==> src/rtl/bpu_update_sched_pkg.sv <==
// Shared types for the BPU update scheduler: update record, branch-type
// encodings, scheduler states and the default table index width.
package bpu_update_sched_pkg;

    // Index width of the largest BPU table (BTB/BHT/LPHT); sets clear-walk length.
    localparam int unsigned BPU_TBL_IDX_W = 10;

    // One-hot branch type encodings.
    typedef logic [3:0] br_type_t;
    localparam br_type_t BR_TYPE_CALL        = 4'b0001;
    localparam br_type_t BR_TYPE_RETURN      = 4'b0010;
    localparam br_type_t BR_TYPE_ABSOLUTE    = 4'b0100;
    localparam br_type_t BR_TYPE_PC_RELATIVE = 4'b1000;

    // Resolved-branch feedback record; pc and br_target are word addresses.
    typedef struct packed {
        logic        flush;
        logic        br_taken;
        logic [29:0] pc;
        logic [29:0] br_target;
        br_type_t    br_type;
        logic        btb_update;
        logic        bht_update;
        logic        lpht_update;
        logic [7:0]  lphr;
        logic [5:0]  lphr_index;
    } bpu_update_t;

    typedef enum logic {StClear, StRun} sched_state_e;

    // True when the record asks for any table to be trained.
    function automatic logic upd_trains(input bpu_update_t u);
        return u.btb_update | u.bht_update | u.lpht_update;
    endfunction

endpackage

==> src/rtl/bpu_upd_fifo.sv <==
// Two-write / one-read circular queue of update records. Slot 0 writes at
// tail, slot 1 at tail+1; slot 1 is only ever enabled together with slot 0.
module bpu_upd_fifo
    import bpu_update_sched_pkg::*;
#(
    parameter int unsigned FIFO_DEPTH = 4,
    localparam int unsigned PtrW = $clog2(FIFO_DEPTH),
    localparam int unsigned CntW = PtrW + 1
) (
    input  logic                clk,
    input  logic                rst_n,
    input  logic [1:0]          wr_en_i,
    input  bpu_update_t [1:0]   wr_data_i,
    input  logic                pop_i,
    output bpu_update_t         head_o,
    output logic [CntW-1:0]     count_o,
    output logic [CntW-1:0]     free_o
);

    logic [PtrW-1:0] head_q, head_d, tail_q, tail_d, tail_p1;
    logic [CntW-1:0] cnt_q, cnt_d;
    bpu_update_t     mem_q [FIFO_DEPTH];

    assign tail_p1 = tail_q + PtrW'(1);

    // Pointer / count next-state; pointers wrap naturally at power-of-two depth.
    always_comb begin
        head_d = head_q + PtrW'(pop_i);
        tail_d = tail_q + PtrW'(wr_en_i[0]) + PtrW'(wr_en_i[1]);
        cnt_d  = cnt_q + CntW'(wr_en_i[0]) + CntW'(wr_en_i[1]) - CntW'(pop_i);
    end

    // Pointer and count state.
    always_ff @(posedge clk or negedge rst_n) begin
        if (!rst_n) begin
            head_q <= '0;
            tail_q <= '0;
            cnt_q  <= '0;
        end else begin
            head_q <= head_d;
            tail_q <= tail_d;
            cnt_q  <= cnt_d;
        end
    end

    // Entry storage; no reset needed since count gates visibility.
    always_ff @(posedge clk) begin
        if (wr_en_i[0]) mem_q[tail_q]  <= wr_data_i[0];
        if (wr_en_i[1]) mem_q[tail_p1] <= wr_data_i[1];
    end

    assign head_o  = mem_q[head_q];
    assign count_o = cnt_q;
    // A same-cycle pop frees a slot for this cycle's pushes.
    assign free_o  = CntW'(FIFO_DEPTH) - cnt_q + CntW'(pop_i);

endmodule

==> src/rtl/bpu_update_sched.sv <==
// Scheduler between two branch feedback lanes and the single BPU table
// write port: combinational redirect mux, clear walk after reset, and an
// in-order training queue drained one entry per granted cycle.
// Optional perf counters: define BPU_SCHED_PERF_EN.
module bpu_update_sched
    import bpu_update_sched_pkg::*;
#(
    parameter int unsigned FIFO_DEPTH = 4,
    parameter int unsigned TBL_IDX_W  = BPU_TBL_IDX_W,
    localparam int unsigned CntW = $clog2(FIFO_DEPTH) + 1
) (
    input  logic                 clk,
    input  logic                 rst_n,
    input  logic [1:0]           upd_valid_i,
    input  bpu_update_t [1:0]    upd_i,
    output logic                 redir_valid_o,
    output logic [29:0]          redir_target_o,
    output logic                 tbl_valid_o,
    output bpu_update_t          tbl_upd_o,
    input  logic                 tbl_ready_i,
    output logic                 tbl_clr_o,
    output logic [TBL_IDX_W-1:0] tbl_clr_idx_o,
    output logic                 busy_o
`ifdef BPU_SCHED_PERF_EN
    ,
    output logic [31:0]          perf_redir_o,
    output logic [31:0]          perf_drop_o,
    output logic [31:0]          perf_stall_o
`endif
);

    sched_state_e         state_q;
    logic [TBL_IDX_W-1:0] clr_cnt_q;
    logic                 clr_q, busy_q;
    logic                 run;
    logic                 cand0, cand1, squash1, pop;
    logic [1:0]           n_cand, n_acc, wr_en;
    bpu_update_t [1:0]    wr_data;
    logic [CntW-1:0]      count, free;

    // Clear walk then run; outputs registered alongside the state.
    always_ff @(posedge clk or negedge rst_n) begin
        if (!rst_n) begin
            state_q   <= StClear;
            clr_cnt_q <= '0;
            clr_q     <= 1'b1;
            busy_q    <= 1'b1;
        end else begin
            unique case (state_q)
                StClear: begin
                    clr_cnt_q <= clr_cnt_q + TBL_IDX_W'(1);
                    if (clr_cnt_q == '1) begin
                        state_q <= StRun;
                        clr_q   <= 1'b0;
                        busy_q  <= 1'b0;
                    end
                end
                StRun: begin
                end
            endcase
        end
    end

    assign run           = (state_q == StRun);
    assign tbl_clr_o     = clr_q;
    assign tbl_clr_idx_o = clr_cnt_q;
    assign busy_o        = busy_q;

    // Oldest flushing lane wins the redirect.
    always_comb begin
        redir_valid_o  = (upd_valid_i[0] & upd_i[0].flush) | (upd_valid_i[1] & upd_i[1].flush);
        redir_target_o = (upd_valid_i[0] & upd_i[0].flush) ? upd_i[0].br_target
                                                            : upd_i[1].br_target;
    end

    // Candidate selection, squash of the younger lane, and youngest-first drop.
    always_comb begin
        squash1 = upd_valid_i[0] & upd_i[0].flush;
        cand0   = upd_valid_i[0] & upd_trains(upd_i[0]);
        cand1   = upd_valid_i[1] & upd_trains(upd_i[1]) & ~squash1;
        n_cand  = 2'(cand0) + 2'(cand1);
        n_acc   = 2'd0;
        if (run) begin
            n_acc = (CntW'(n_cand) > free) ? free[1:0] : n_cand;
        end
        wr_en      = {n_acc == 2'd2, n_acc != 2'd0};
        wr_data[0] = cand0 ? upd_i[0] : upd_i[1];
        wr_data[1] = upd_i[1];
    end

    assign tbl_valid_o = run & (count != '0);
    assign pop         = tbl_valid_o & tbl_ready_i;

    bpu_upd_fifo #(
        .FIFO_DEPTH (FIFO_DEPTH)
    ) u_fifo (
        .clk       (clk),
        .rst_n     (rst_n),
        .wr_en_i   (wr_en),
        .wr_data_i (wr_data),
        .pop_i     (pop),
        .head_o    (tbl_upd_o),
        .count_o   (count),
        .free_o    (free)
    );

`ifdef BPU_SCHED_PERF_EN
    logic [1:0]  n_drop;
    logic [32:0] redir_sum, drop_sum, stall_sum;
    logic [31:0] perf_redir_q, perf_drop_q, perf_stall_q;

    // Saturating event sums; bit 32 flags overflow.
    always_comb begin
        n_drop    = run ? (n_cand - n_acc) : 2'd0;
        redir_sum = {1'b0, perf_redir_q} + 33'(redir_valid_o);
        drop_sum  = {1'b0, perf_drop_q} + 33'(n_drop);
        stall_sum = {1'b0, perf_stall_q} + 33'(tbl_valid_o & ~tbl_ready_i);
    end

    // Performance counter state.
    always_ff @(posedge clk or negedge rst_n) begin
        if (!rst_n) begin
            perf_redir_q <= '0;
            perf_drop_q  <= '0;
            perf_stall_q <= '0;
        end else begin
            perf_redir_q <= redir_sum[32] ? '1 : redir_sum[31:0];
            perf_drop_q  <= drop_sum[32]  ? '1 : drop_sum[31:0];
            perf_stall_q <= stall_sum[32] ? '1 : stall_sum[31:0];
        end
    end

    assign perf_redir_o = perf_redir_q;
    assign perf_drop_o  = perf_drop_q;
    assign perf_stall_o = perf_stall_q;
`endif

endmodule

==> config.mk <==
export PLATFORM = sky130hd
export DESIGN_NAME = bpu_update_sched
export DESIGN_NICKNAME = d
export VERILOG_FILES = /design/src/rtl/bpu_update_sched_pkg.sv /design/src/rtl/bpu_upd_fifo.sv /design/src/rtl/bpu_update_sched.sv
export SDC_FILE = /design/constraint.sdc
export NUM_CORES = 1
export LEC_CHECK = 0
export CAP_MARGIN = 25
export CORE_MARGIN = 2
export CORE_UTILIZATION = 52
export DETAILED_ROUTE_END_ITERATION = 10
export PLACE_DENSITY_LB_ADDON = 0.12
export SLEW_MARGIN = 5
export SYNTH_ARGS = -nofsm -noshare
export SYNTH_HDL_FRONTEND = slang
export SYNTH_HIERARCHICAL = 1
export SYNTH_SLANG_ARGS = --single-unit
==> constraint.sdc <==
create_clock -name clk -period 18.4 [get_ports clk]
set_input_delay 2.76 -clock clk [delete_from_list [all_inputs] [get_ports clk]]
set_output_delay 2.76 -clock clk [all_outputs]
set_load 0.02 [all_outputs]
==> metrics.md <==
| Metric | Value |
|---|---|
| Run status | `finished, final reports clean` |
| GRT met1 Usage | `32.9%` |
| Ys async rst share | `around 5.4%` |
| PortBufs | `between 200 and 300` |
| Net Sw Frac | `a little over a fifth` |
| Core footprint | `35300 sq um` |
| Cts hold-fix bufs | `0` |
| Netlist cell types | `40` |
| RePlAce Congestion | `between 0.7 and 0.8` |
| Adder-cell area share of the yosys netlist | `less than 1%` |
| Initial antenna violation count | `0` |
| Worst hold margin | `459 ps` |
| Met2 Track Usage GR | `42.4%` |
| M3 GR Usage | `3.47%` |
| Mapped cell area | `approximately 19000 sq um` |
| Cell taking the most area after synthesis | `edfxtp_1` |
| Vias | `around 11000` |
| Post-synth EDFFs | `~330` |
| I/O pin total | `between 200 and 300` |
| Drt wl/cell | `between 20 and 25 microns` |
| Worst-Margin Slew | `approximately 1000 ps` |
| Grt ovf | `0` |
| Total die area | `37200 sq um` |
| GRT Util Overall | `24.6%` |
| Xor and xnor area share after synthesis | `less than 1%` |
| Post-DR vias/cell | `approximately 5.7` |
| Largest cells by area after synthesis | `edfxtp_1, mux2_2, mux4_2, nand2_1, dfrtp_1` |
| Worst-path maximum fanout | `61` |
| Clock share of power | `40.2%` |
| Clk slew on worst S/H paths | `60 ps` |
| Pint | `about 1.4 mW` |
| Die height | `193 microns` |
| Max-slew headroom | `31.2%` |
| Worst stage delay on the critical path | `between 800 and 900 ps` |
| Area share of the largest cell type after synthesis | `a little over half` |
| Die width | `between 150 and 200 microns` |
| Total setup buffers inserted after CTS | `0` |
| WL final | `about 45000 microns` |
| Initial core utilization | `52.5%` |
| Cells after Synth | `around 1200` |
| Sequential area share after synthesis | `56.4%` |
| Fin. Hold Viols | `0` |
| Critical Path Sink Type | `flip-flop` |
| Fin util | `between 60 and 70%` |
| Largest net degree at the start of global routing | `81` |
| CTS max path bufs | `3` |
| Ys Warns | `6` |
| Setup violators final | `0` |
| Most common cell after layout, fill and taps aside | `mux2_2` |
| Placed Instances | `approximately 1900` |
| Cts repair resizes | `0` |
| Leakage | `between 7 and 8 nW` |
| Crit Path Class | `in2reg` |
| Maximum vdd ir drop | `approximately 0.064 mV` |
| Synth Net Count | `roughly 1400` |
| Setup ws final | `around 10000 ps` |
| Commonest cells after routing, fill and taps aside | `mux2_2, edfxtp_1, clkdlybuf4s50_1, nand2_1, mux4_2` |
| DR DRC count | `0` |
| TritonCTS Buffers | `38` |
| Period minus WS final | `8010 ps` |
| Combinational share of power | `approximately 10%` |
| First-pass GRT wire length | `68700 microns` |
| Maximum Capacitance Violations | `0` |
| Synthesized area per cell | `15.4 sq um` |
| GRT Max-Usage Layer | `met2` |
| Root Buffer | `clkbuf_16` |
| Clock Latency Late Sink | `520 ps` |
| Fraction of layout cells with a size suffix above 1 | `35.3%` |
| Part of the power in registers | `between 40% and 50%` |
| Final cell count without fillers | `roughly 2000` |
| DP HPWL | `approximately 27000 microns` |
| Pre-CTS setup slack | `just under 10000 ps` |
| Compound-Gate Fraction of Synth Area | `0.507%` |
| Critical path's slowest cell | `buf_4` |
| CTS sink cnt | `roughly 350` |
| Final net count | `between 1500 and 2000` |
| Pwr per Cell Area | `77.2 nW/um^2` |
| Fin. max-slew vios | `0` |
| Largest family of logic cells by synthesized area | `multiplexers` |
| H-Tree Depth | `2` |
| Synth Area in Simple Gates | `just over 6%` |
| Number of global-route vias before repair | `11900` |
| Layout Skew | `between 15 and 20 ps` |
| Setup TNS | `0 ps` |
| Period utilization | `approximately 44%` |
| Mux cell area share after synthesis | `between 30% and 40%` |
| Psw | `between 300 and 400 uW` |
| Setup crit start kind | `input pin` |
| Worst-path cell chain | `clkdlybuf4s50_1 > nand2_4 > o311a_1 > ha_1 > inv_1 > ha_1 > a21oi_1 > o21ai_1 > or3_1 > a21boi_0 > mux2i_1 > nor2b_4 > buf_4` |
| Site row count | `69` |
| Initial DRC count | `716` |
| Worst Path Required | `roughly 19000 ps` |
| Hold Path Class | `reg2reg` |
| Most common cell on crit path | `ha_1` |
| CP arrival | `approximately 8000 ps` |
| DR pass1 iterations | `4` |
| Synth Register Bits | `351` |
| Max Fclk | `around 120 MHz` |
| Post-DRT Antenna Nets | `0` |
| RSZ-0062 raised after global routing | `false` |
| Top_reg_cell synth | `edfxtp_1` |
| CTS tree | `yes` |
| Area grow syn2layout | `23.9%` |
critical path, delay by kind of cell:
| family | cells | cell delay [ps] |
|---|---|---|
| muxes | 1 | 370 |
| adders and majority gates | 2 | 480 |
| buffers and inverters | 3 | 1570 |
| and+or+nand+nor | 3 | 1530 |
| AOI/OAI and AO/OA | 4 | 1360 |
final cells by class:
type                       count  area (sq um)
inverter                      11          42.5
multi-input combinational    764          7530
antenna                        2          5.00
tap                          461           577
clock buffer                  48          1040
clock inverter                16           103
timing repair buffer         319          3210
sequential                   351         10500
fill                        2616         12400
synthesized netlist by cell type (2+ instances only):
cell type	number
buf_6	17
xor2_1	7
inv_1	10
buf_4	31
fa_1	3
nor2b_1	2
buf_2	25
o311a_1	2
mux2_2	363
nand3_1	4
clkbuf_1	4
xnor2_1	7
edfxtp_1	332
nand2b_1	2
mux4_2	83
nor2_1	5
o21ai_0	2
dfrtp_1	18
ha_1	8
nand2_1	257
nand3b_1	2
registers in the layout, summed over array words and instances (netlist names):
signal / cells
u_fifo/mem_q: 332
tbl_clr_idx_o: 10
u_fifo/count_o: 3
u_fifo/head_q: 2
u_fifo/tail_q: 2
busy_o: 1
run: 1
per-layer routing:
layer | vias to the layer above | routed length, microns
met4 | 0 | 934
li1 | 5156 | -
met5 | - | 0
met3 | 60 | 2710
met2 | 340 | 22600
met1 | 5647 | 19100
power by group through the flow:
stage	Clock (mW)	Combinational, mW	Sequential, mW
6_report	0.713	0.177	0.882
5_1_grt	0.754	0.193	0.881
4_1_cts	0.725	0.177	0.882
3_5_place_dp	0	0.175	0.899
3_3_place_gp	0	0.171	0.899
2_1_floorplan	0	0.0987	0.899
through the flow:
step	total power [mW]	area, sq um
after floorplan	0.997	18500
after global placement	1.07	21700
after detailed placement	1.07	21700
after CTS	1.78	22900
after global routing	1.83	23000
final	1.77	23000
final timing paths:
check                      slack [ps]  cells past startpoint             endpoint      startpoint
min reg2reg                       460                      2               busy_o          busy_o
max reg2reg                     12670                     15  u_fifo/mem_q[3][19]             run
min in group asynchronous        2430                      1     tbl_clr_idx_o[3]           rst_n
max in group asynchronous       15580                      2     u_fifo/head_q[0]           rst_n
min                               460                      2               busy_o          busy_o
max                             10390                     13  u_fifo/mem_q[3][19]  upd_valid_i[0]
logic make-up after synthesis:
| logic type | after synthesis |
|---|---|
| AO/OA/AOI/OAI | 11 |
| XOR/XNOR | 14 |
| AND/OR/NAND/NOR | 281 |
| flip-flops | 351 |
| multiplexers | 447 |
| adder cells (fa/ha/maj) | 11 |
| buffers and inverters | 88 |
Power figures use the tool's default switching activity.
